--- src/rtl/exception_controller.sv ---
// Exception/eret/interrupt arbiter for the multi-cycle MIPS core: one-cycle CP0 commit, then a fixed flush.
// Optional external interrupts are compiled in when the EXT_IRQ_EN macro is defined.
module exception_controller #(
    parameter int IRQ_WIDTH    = 4,
    parameter int FLUSH_CYCLES = 2
) (
    input  logic                 clk_in,
    input  logic                 reset_in,
    input  logic                 syscall_req,
    input  logic                 break_req,
    input  logic                 teq_req,
    input  logic                 eret_req,
    input  logic [IRQ_WIDTH-1:0] ext_irq,
    input  logic                 pipeline_stall,
    input  logic [31:0]          instr_pc,
    input  logic [31:0]          status_in,
    output logic                 exception_signal,
    output logic                 eret_signal,
    output logic [4:0]           cause_code,
    output logic [31:0]          program_counter,
    output logic                 redirect_out,
    output logic                 flush_out,
    output logic                 busy,
    output logic [IRQ_WIDTH-1:0] irq_pending
);

    typedef enum logic [1:0] {IDLE, COMMIT, FLUSH} state_t;

    state_t      state, next_state;
    logic [3:0]  flush_cnt;
    logic        kind_eret;
    logic [4:0]  cause_q;
    logic [31:0] pc_q;

    logic        global_en, el_sys, el_brk, el_teq, any_sync;
    logic        irq_take, accept;
    logic [4:0]  sel_cause;

    assign global_en = status_in[0];
    assign el_sys    = global_en & status_in[1] & syscall_req;
    assign el_brk    = global_en & status_in[2] & break_req;
    assign el_teq    = global_en & status_in[3] & teq_req;
    assign any_sync  = syscall_req | break_req | teq_req | eret_req;
    assign accept    = (state == IDLE) & ~pipeline_stall &
                       (eret_req | el_sys | el_brk | el_teq | irq_take);

    // Priority among eligible exceptions; an interrupt is the fallback (cause 0)
    always_comb begin
        sel_cause = 5'b00000;
        if (el_sys)      sel_cause = 5'b01000;
        else if (el_brk) sel_cause = 5'b01001;
        else if (el_teq) sel_cause = 5'b01101;
    end

`ifdef EXT_IRQ_EN
    logic [IRQ_WIDTH-1:0] irq_prev, irq_pend_q;
    logic                 unused_bits;

    // New edges win over the clear that happens when an interrupt is committed
    always_ff @(posedge clk_in or posedge reset_in) begin
        if (reset_in) begin
            irq_prev   <= '0;
            irq_pend_q <= '0;
        end else begin
            irq_prev   <= ext_irq;
            irq_pend_q <= ((accept & irq_take) ? '0 : irq_pend_q) | (ext_irq & ~irq_prev);
        end
    end

    assign irq_take    = global_en & status_in[4] & (|irq_pend_q) & ~any_sync;
    assign irq_pending = irq_pend_q;
    assign unused_bits = ^status_in[31:5];
`else
    logic unused_bits;

    assign irq_take    = 1'b0;
    assign irq_pending = '0;
    assign unused_bits = ^{status_in[31:4], ext_irq};
`endif

    always_ff @(posedge clk_in or posedge reset_in) begin
        if (reset_in) state <= IDLE;
        else          state <= next_state;
    end

    always_comb begin
        next_state = state;
        case (state)
            IDLE:    if (accept) next_state = COMMIT;
            COMMIT:  next_state = (FLUSH_CYCLES > 1) ? FLUSH : IDLE;
            FLUSH:   if (flush_cnt <= 4'd1) next_state = IDLE;
            default: next_state = IDLE;
        endcase
    end

    // Flush counter and the captured event; eret updates the EPC copy but leaves the cause alone
    always_ff @(posedge clk_in or posedge reset_in) begin
        if (reset_in) begin
            flush_cnt <= 4'd0;
            kind_eret <= 1'b0;
            cause_q   <= 5'b0;
            pc_q      <= 32'b0;
        end else begin
            case (state)
                COMMIT:  flush_cnt <= 4'(FLUSH_CYCLES - 1);
                FLUSH:   flush_cnt <= flush_cnt - 4'd1;
                default: flush_cnt <= 4'd0;
            endcase
            if (accept) begin
                kind_eret <= eret_req;
                pc_q      <= instr_pc;
                if (!eret_req) cause_q <= sel_cause;
            end
        end
    end

    always_comb begin
        exception_signal = (state == COMMIT) & ~kind_eret;
        eret_signal      = (state == COMMIT) & kind_eret;
        redirect_out     = (state == COMMIT);
        flush_out        = (state == COMMIT) | (state == FLUSH);
        busy             = (state == COMMIT) | (state == FLUSH);
        cause_code       = cause_q;
        program_counter  = pc_q;
    end

endmodule

--- config.mk ---
export PLATFORM = sky130hd
export DESIGN_NAME = exception_controller
export DESIGN_NICKNAME = d
export VERILOG_FILES = /design/src/rtl/exception_controller.sv
export SDC_FILE = /design/constraint.sdc
export NUM_CORES = 1
export LEC_CHECK = 0
export CORE_ASPECT_RATIO = 1.75
export CORE_UTILIZATION = 40
export DETAILED_ROUTE_END_ITERATION = 10
export PLACE_DENSITY = 0.9
export SYNTH_ARGS = -nofsm -noshare
export SYNTH_HDL_FRONTEND = slang
export SYNTH_SLANG_ARGS = --single-unit
--- constraint.sdc ---
create_clock -name clk_in -period 2.8 [get_ports clk_in]
set_input_delay 0.28 -clock clk_in [delete_from_list [all_inputs] [get_ports clk_in]]
set_output_delay 0.28 -clock clk_in [all_outputs]
set_load 0.01 [all_outputs]
; ---- After elaboration in Yosys (flattened, before gate mapping)
; Index checks and enable logic that the tools add are counted.
[classes]
add_sub_neg = 1
magnitude_cmp = 1
eq_ne = 4
n_mux = 7
bitwise = 17
n_reduce_logical = 3
[op_table]
columns = op, count
row1 = $and A1 B1 Y1, 10
row2 = $mux W4, 2
row3 = $pmux W4 S2, 1
row4 = $pmux W2 S3, 1
row5 = $mux W5, 1
row6 = $le A4 B1 Y1 const B, 1
row7 = $mux W2, 2
row8 = $ne A2 B2 Y1 const B, 2
row9 = $or A1 B1 Y1, 4
row10 = $reduce_and A2 Y1, 2
row11 = $sub A4 B1 Y4 const B, 1
row12 = $not A1 Y1, 3
row13 = $eq A2 B1 Y1 const B, 1
row14 = $eq A2 B2 Y1 const B, 1
row15 = $logic_not A2 Y1, 1
[totals]
register_bits = 44
in_bits = 75
elab_cells = 38

; ---- Logic depth before layout (Yosys ltp)
[depth]
word_depth = 8
depth_mapped = 7
mapped_depth_nobuf = 6

; ---- Worst setup path after synthesis
; OpenSTA, ideal clock, no wires.
[synth_path]
path_kind = register to register
from = register state[0]
to = register pc_q[0] (netlist: program_counter[0])
setup_time_ns = 0.125
arrival_time_ns = 1.619
required_time_ns = 2.675
path_slack_ns = 1.056
path_stages_with_launch = 8
synth_period_minus_slack_ns = 1.744
cell_sequence = dfrtp_1 inv_1 ha_1 nor2b_1 o21a_1 buf_6 buf_12 mux2_4
[synth_between]
elab_chain_len = 3
[synth_rtl]
columns = element, line
row1 = "start, declared", 29  ; state_t state, next_state;
row2 = "start signal, assigned", 83  ; else state <= next_state;
row3 = $logic_not A2 Y1, 44  ; assign accept = (state == IDLE) & ~pipeline_stall &
row4 = $and A1 B1 Y1 (2 in a row), 44
row5 = "end signal, assigned", 111  ; pc_q <= instr_pc;
row6 = "end, declared", 33  ; logic [31:0] pc_q;
; No other way between the ends.
; A chain may end at the register's enable or synchronous reset.

; ---- Worst setup path after layout
[layout_path]
from = register state[1]
to = output port exception_signal
[layout_between]
elab_chain_len = 2
[layout_rtl]
columns = element, line
row1 = $eq A2 B1 Y1, 118  ; exception_signal = (state == COMMIT) & ~kind_eret;
row2 = $and A1 B1 Y1, 118
row3 = "end, declared", 17  ; output logic exception_signal,
; No other way between the ends.

==> impl_summary.log <==
[metrics] share of synthesized area occupied by flip-flops and latches: 0.532
[metrics] type of origin of the critical path: flip-flop
[metrics] top cell type by total area after synthesis: dfrtp_1
[metrics] filler-free cell count of the finished design: 270
[metrics] post-synth design cell area: 1970 um^2
[metrics] Leak: 0.00129 uW
[metrics] site row count: 33
[metrics] die extent in x: 55.1 um
[metrics] total congestion overflow after global routing: 0
[metrics] ratio of final minimum period to clock period: 0.724
[metrics] count of endpoints failing hold in the final timing report: 0
[metrics] area of the placeable core: 4710 um^2
[metrics] layout cell share with drive strength beyond 1: 0.225
[metrics] arrival time at the worst endpoint: 1.75 ns
[metrics] total vias in the final route: 1289
[metrics] vias in the first global route: 1346
[metrics] clock transition time at the flip-flop clock pins of the worst setup and hold paths: 0.09 ns
[metrics] worst clock skew on the final layout: 0.00900 ns
[metrics] Slowest Stage Delay on Critical Path: 0.55 ns
[metrics] post-detailed-route DRC marker count: 0
[metrics] max-slew headroom at the worst pin: 0.431
[metrics] top cells by area in the synthesized netlist: dfrtp_1, mux2_4, ha_1
[metrics] mean area per synthesized cell: 15.0 um^2
[metrics] net count of the finished layout: 298
[metrics] area grow syn2layout: 48.0%
[metrics] drt pass-1 iters: 4
[metrics] total negative setup slack: 0 ns
[metrics] tightest hold margin: 0.399 ns
[metrics] buffer levels on the longest clock path: 2
[metrics] FFs w/ async S/R, synth: 1.00
[metrics] number of distinct standard cells referenced by the synthesized netlist: 29
[metrics] count of port buffers added during placement: 82
[metrics] Wirelength per Cell: 14.7 um
[metrics] total power divided by cell area: 1090 nW/um^2
[metrics] final HPWL from detailed placement: 2.97 mm
[metrics] antenna violations before repair: 0
[metrics] starting utilization of the core area: 0.419
[metrics] top-count cell post-synth: dfrtp_1
[metrics] count of synthesis-stage warnings from yosys: 0
[metrics] overall die height: 94.9 um
[metrics] area share of the largest cell type after synthesis: 0.532
[metrics] clock tree root driver cell: clkbuf_8
[metrics] Post-Place Cells: 262
[metrics] transition at the pin with the smallest max-transition slack: 0.848 ns
[metrics] Fmax achieved: 493 MHz
[metrics] Boundary Pins: 121
[metrics] die footprint: 5230 um^2
[metrics] clock latency at the later pin of the worst-skew pair: 0.29 ns
[metrics] worst IR drop on VDD: 0.000782 V
[metrics] RSZ-0062 raised after global routing: no
[metrics] CTS Buf Count: 5
[metrics] number of sinks driven by the clock tree: 42
[metrics] EDFF count, synth: 0
[metrics] number of diodes: 0
[metrics] total of max-cap violations: 0
[metrics] post-layout min period: 2.03 ns
[metrics] most used standard cells in the synthesized netlist: dfrtp_1, mux2_4, buf_4
[metrics] Antenna Violating Nets Remaining: 0
[metrics] cell count after synthesis: 132
[metrics] worst path bufs/invs: 2
[metrics] path type of the worst min-delay path: input port to async pin
[metrics] crit-path max FO: 5
[metrics] Synth Register Bits: 42
[metrics] Via-to-Cell Ratio: 4.77
[metrics] combined global-route utilization of all metal layers: 0.160
[metrics] CP top delay family: buffers and inverters
[metrics] Iter 0 DRT Violations: 8
[metrics] Setup Viol. Count Final: 0
[metrics] wire length of the first global-routing pass: 5.87 mm
[metrics] total setup buffers inserted after CTS: 0
[metrics] quantity of hold-fixing buffers added after cts: 0
[metrics] number of max-slew violations in the final report: 0
[metrics] status: finished, final reports clean
[metrics] crit path cell chain: inv_1, ha_1, nor2b_1, clkdlybuf4s50_1
[metrics] maximum number of pins on one net before global-route repair: 34
[metrics] category of the most critical setup path: flip-flop to output port
[metrics] category of the worst setup path capture point: output port
[metrics] data required time at the worst endpoint: 2.52 ns
[metrics] number of resized instances in the post-cts repair step: 0
[metrics] CTS H-Tree Depth: 2
[metrics] placer congestion estimate: 0.743
[metrics] drt total wl: 3.96 mm
[metrics] Post-synth top flop: dfrtp_1
[metrics] clock tree from TritonCTS: done
[metrics] Critical Path Slowest Stage Cell: clkdlybuf4s50_1
==> flip-flops by register name (all words and copies together) (netlist names) <==
name             cells
program_counter     32
state                2
kind_eret            1
flush_cnt            4
cause_code           3
==> per-layer routing <==
metal / wire [um] / global-route usage
met2: 2250 / 0.291
met3: 206 / 0.0451
met4: 27 / 0.0604
met5: 0 / 0
met1: 1480 / 0.162
==> power breakdown <==
part / internal (uW) / leakage, uW / switching (uW)
logic: 1030 / 0.000717 / 540
clock network: 357 / 0.0000683 / 210
registers: 896 / 0.000502 / 166
total: 2280 / 0.00129 / 917
==> area by class of cell <==
cell class / count / area, um^2
repair buffers: 84 / 848
fillers: 384 / 1790
inverters: 6 / 22.5
well taps: 52 / 65.1
flip-flops and latches: 42 / 1050
clock inverters: 3 / 68.8
clock buffers: 5 / 68.8
multi-input cells: 78 / 797
==> worst reg2reg max path, cell delays in order (launching register included) <==
cell and delay, ns:
dfrtp_1 0.39, inv_1 0.11, ha_1 0.20, nor2b_1 0.31, o21a_2 0.22, buf_12 0.26, mux2_2 0.37
==> logic make-up (layout without fill, tap and decap cells) <==
group,after synthesis,count (layout),synth area share
compound gates,10,10,0.0368
other cells,1,6,0.00190
buf+inv,17,98,0.0741
flops,42,42,0.532
mux,35,35,0.257
xor+xnor,2,2,0.00887
simple gates,19,19,0.0513
fa+ha+maj,6,6,0.0380
==> placed cells by master, fill, tap and decap left out, drive strengths merged, types with 2 or more instances in the layout <==
master / netlist / layout
a21oi: 2 / 2
and3: 2 / 2
buf: 11 / 2
bufinv: 0 / 2
clkbuf: 0 / 5
clkdlybuf4s50: 0 / 82
clkinv: 0 / 2
conb: 1 / 6
dfrtp: 42 / 42
ha: 6 / 6
inv: 6 / 5
mux2: 35 / 35
nand2: 5 / 5
nor2: 4 / 4
nor2b: 3 / 3
xnor2: 2 / 2
==> final timing paths <==
kind	to	cells after the start	slack [ns]	start
min in group clk_in	cause_code[3]$_DFFE_PP0P_	1	0.49	cause_code[3]$_DFFE_PP0P_
min	flush_cnt[2]$_DFF_PP0_	2	0.40	reset_in
min reg2reg	cause_code[3]$_DFFE_PP0P_	1	0.49	cause_code[3]$_DFFE_PP0P_
max in group asynchronous	program_counter[8]$_DFFE_PP0P_	3	1.72	reset_in
max	exception_signal	4	0.77	state[1]$_DFFE_PP0P_
max reg2reg	program_counter[11]$_DFFE_PP0P_	6	0.81	state[0]$_DFFE_PP0P_
==> metrics by stage <==
stage | power, uW | utilization | instance area, um^2 | setup WS, ns
after detailed placement | 2650 | 0.591 | 2780 | 0.592
after global placement | 2600 | 0.591 | 2780 | 0.633
after CTS | 3240 | 0.621 | 2920 | 0.724
final | 3200 | 0.621 | 2920 | 0.773
after floorplan | 1940 | - | 1990 | 1.06
after global routing | 3400 | 0.621 | 2920 | 0.645
Power figures use the tool's default switching activity.
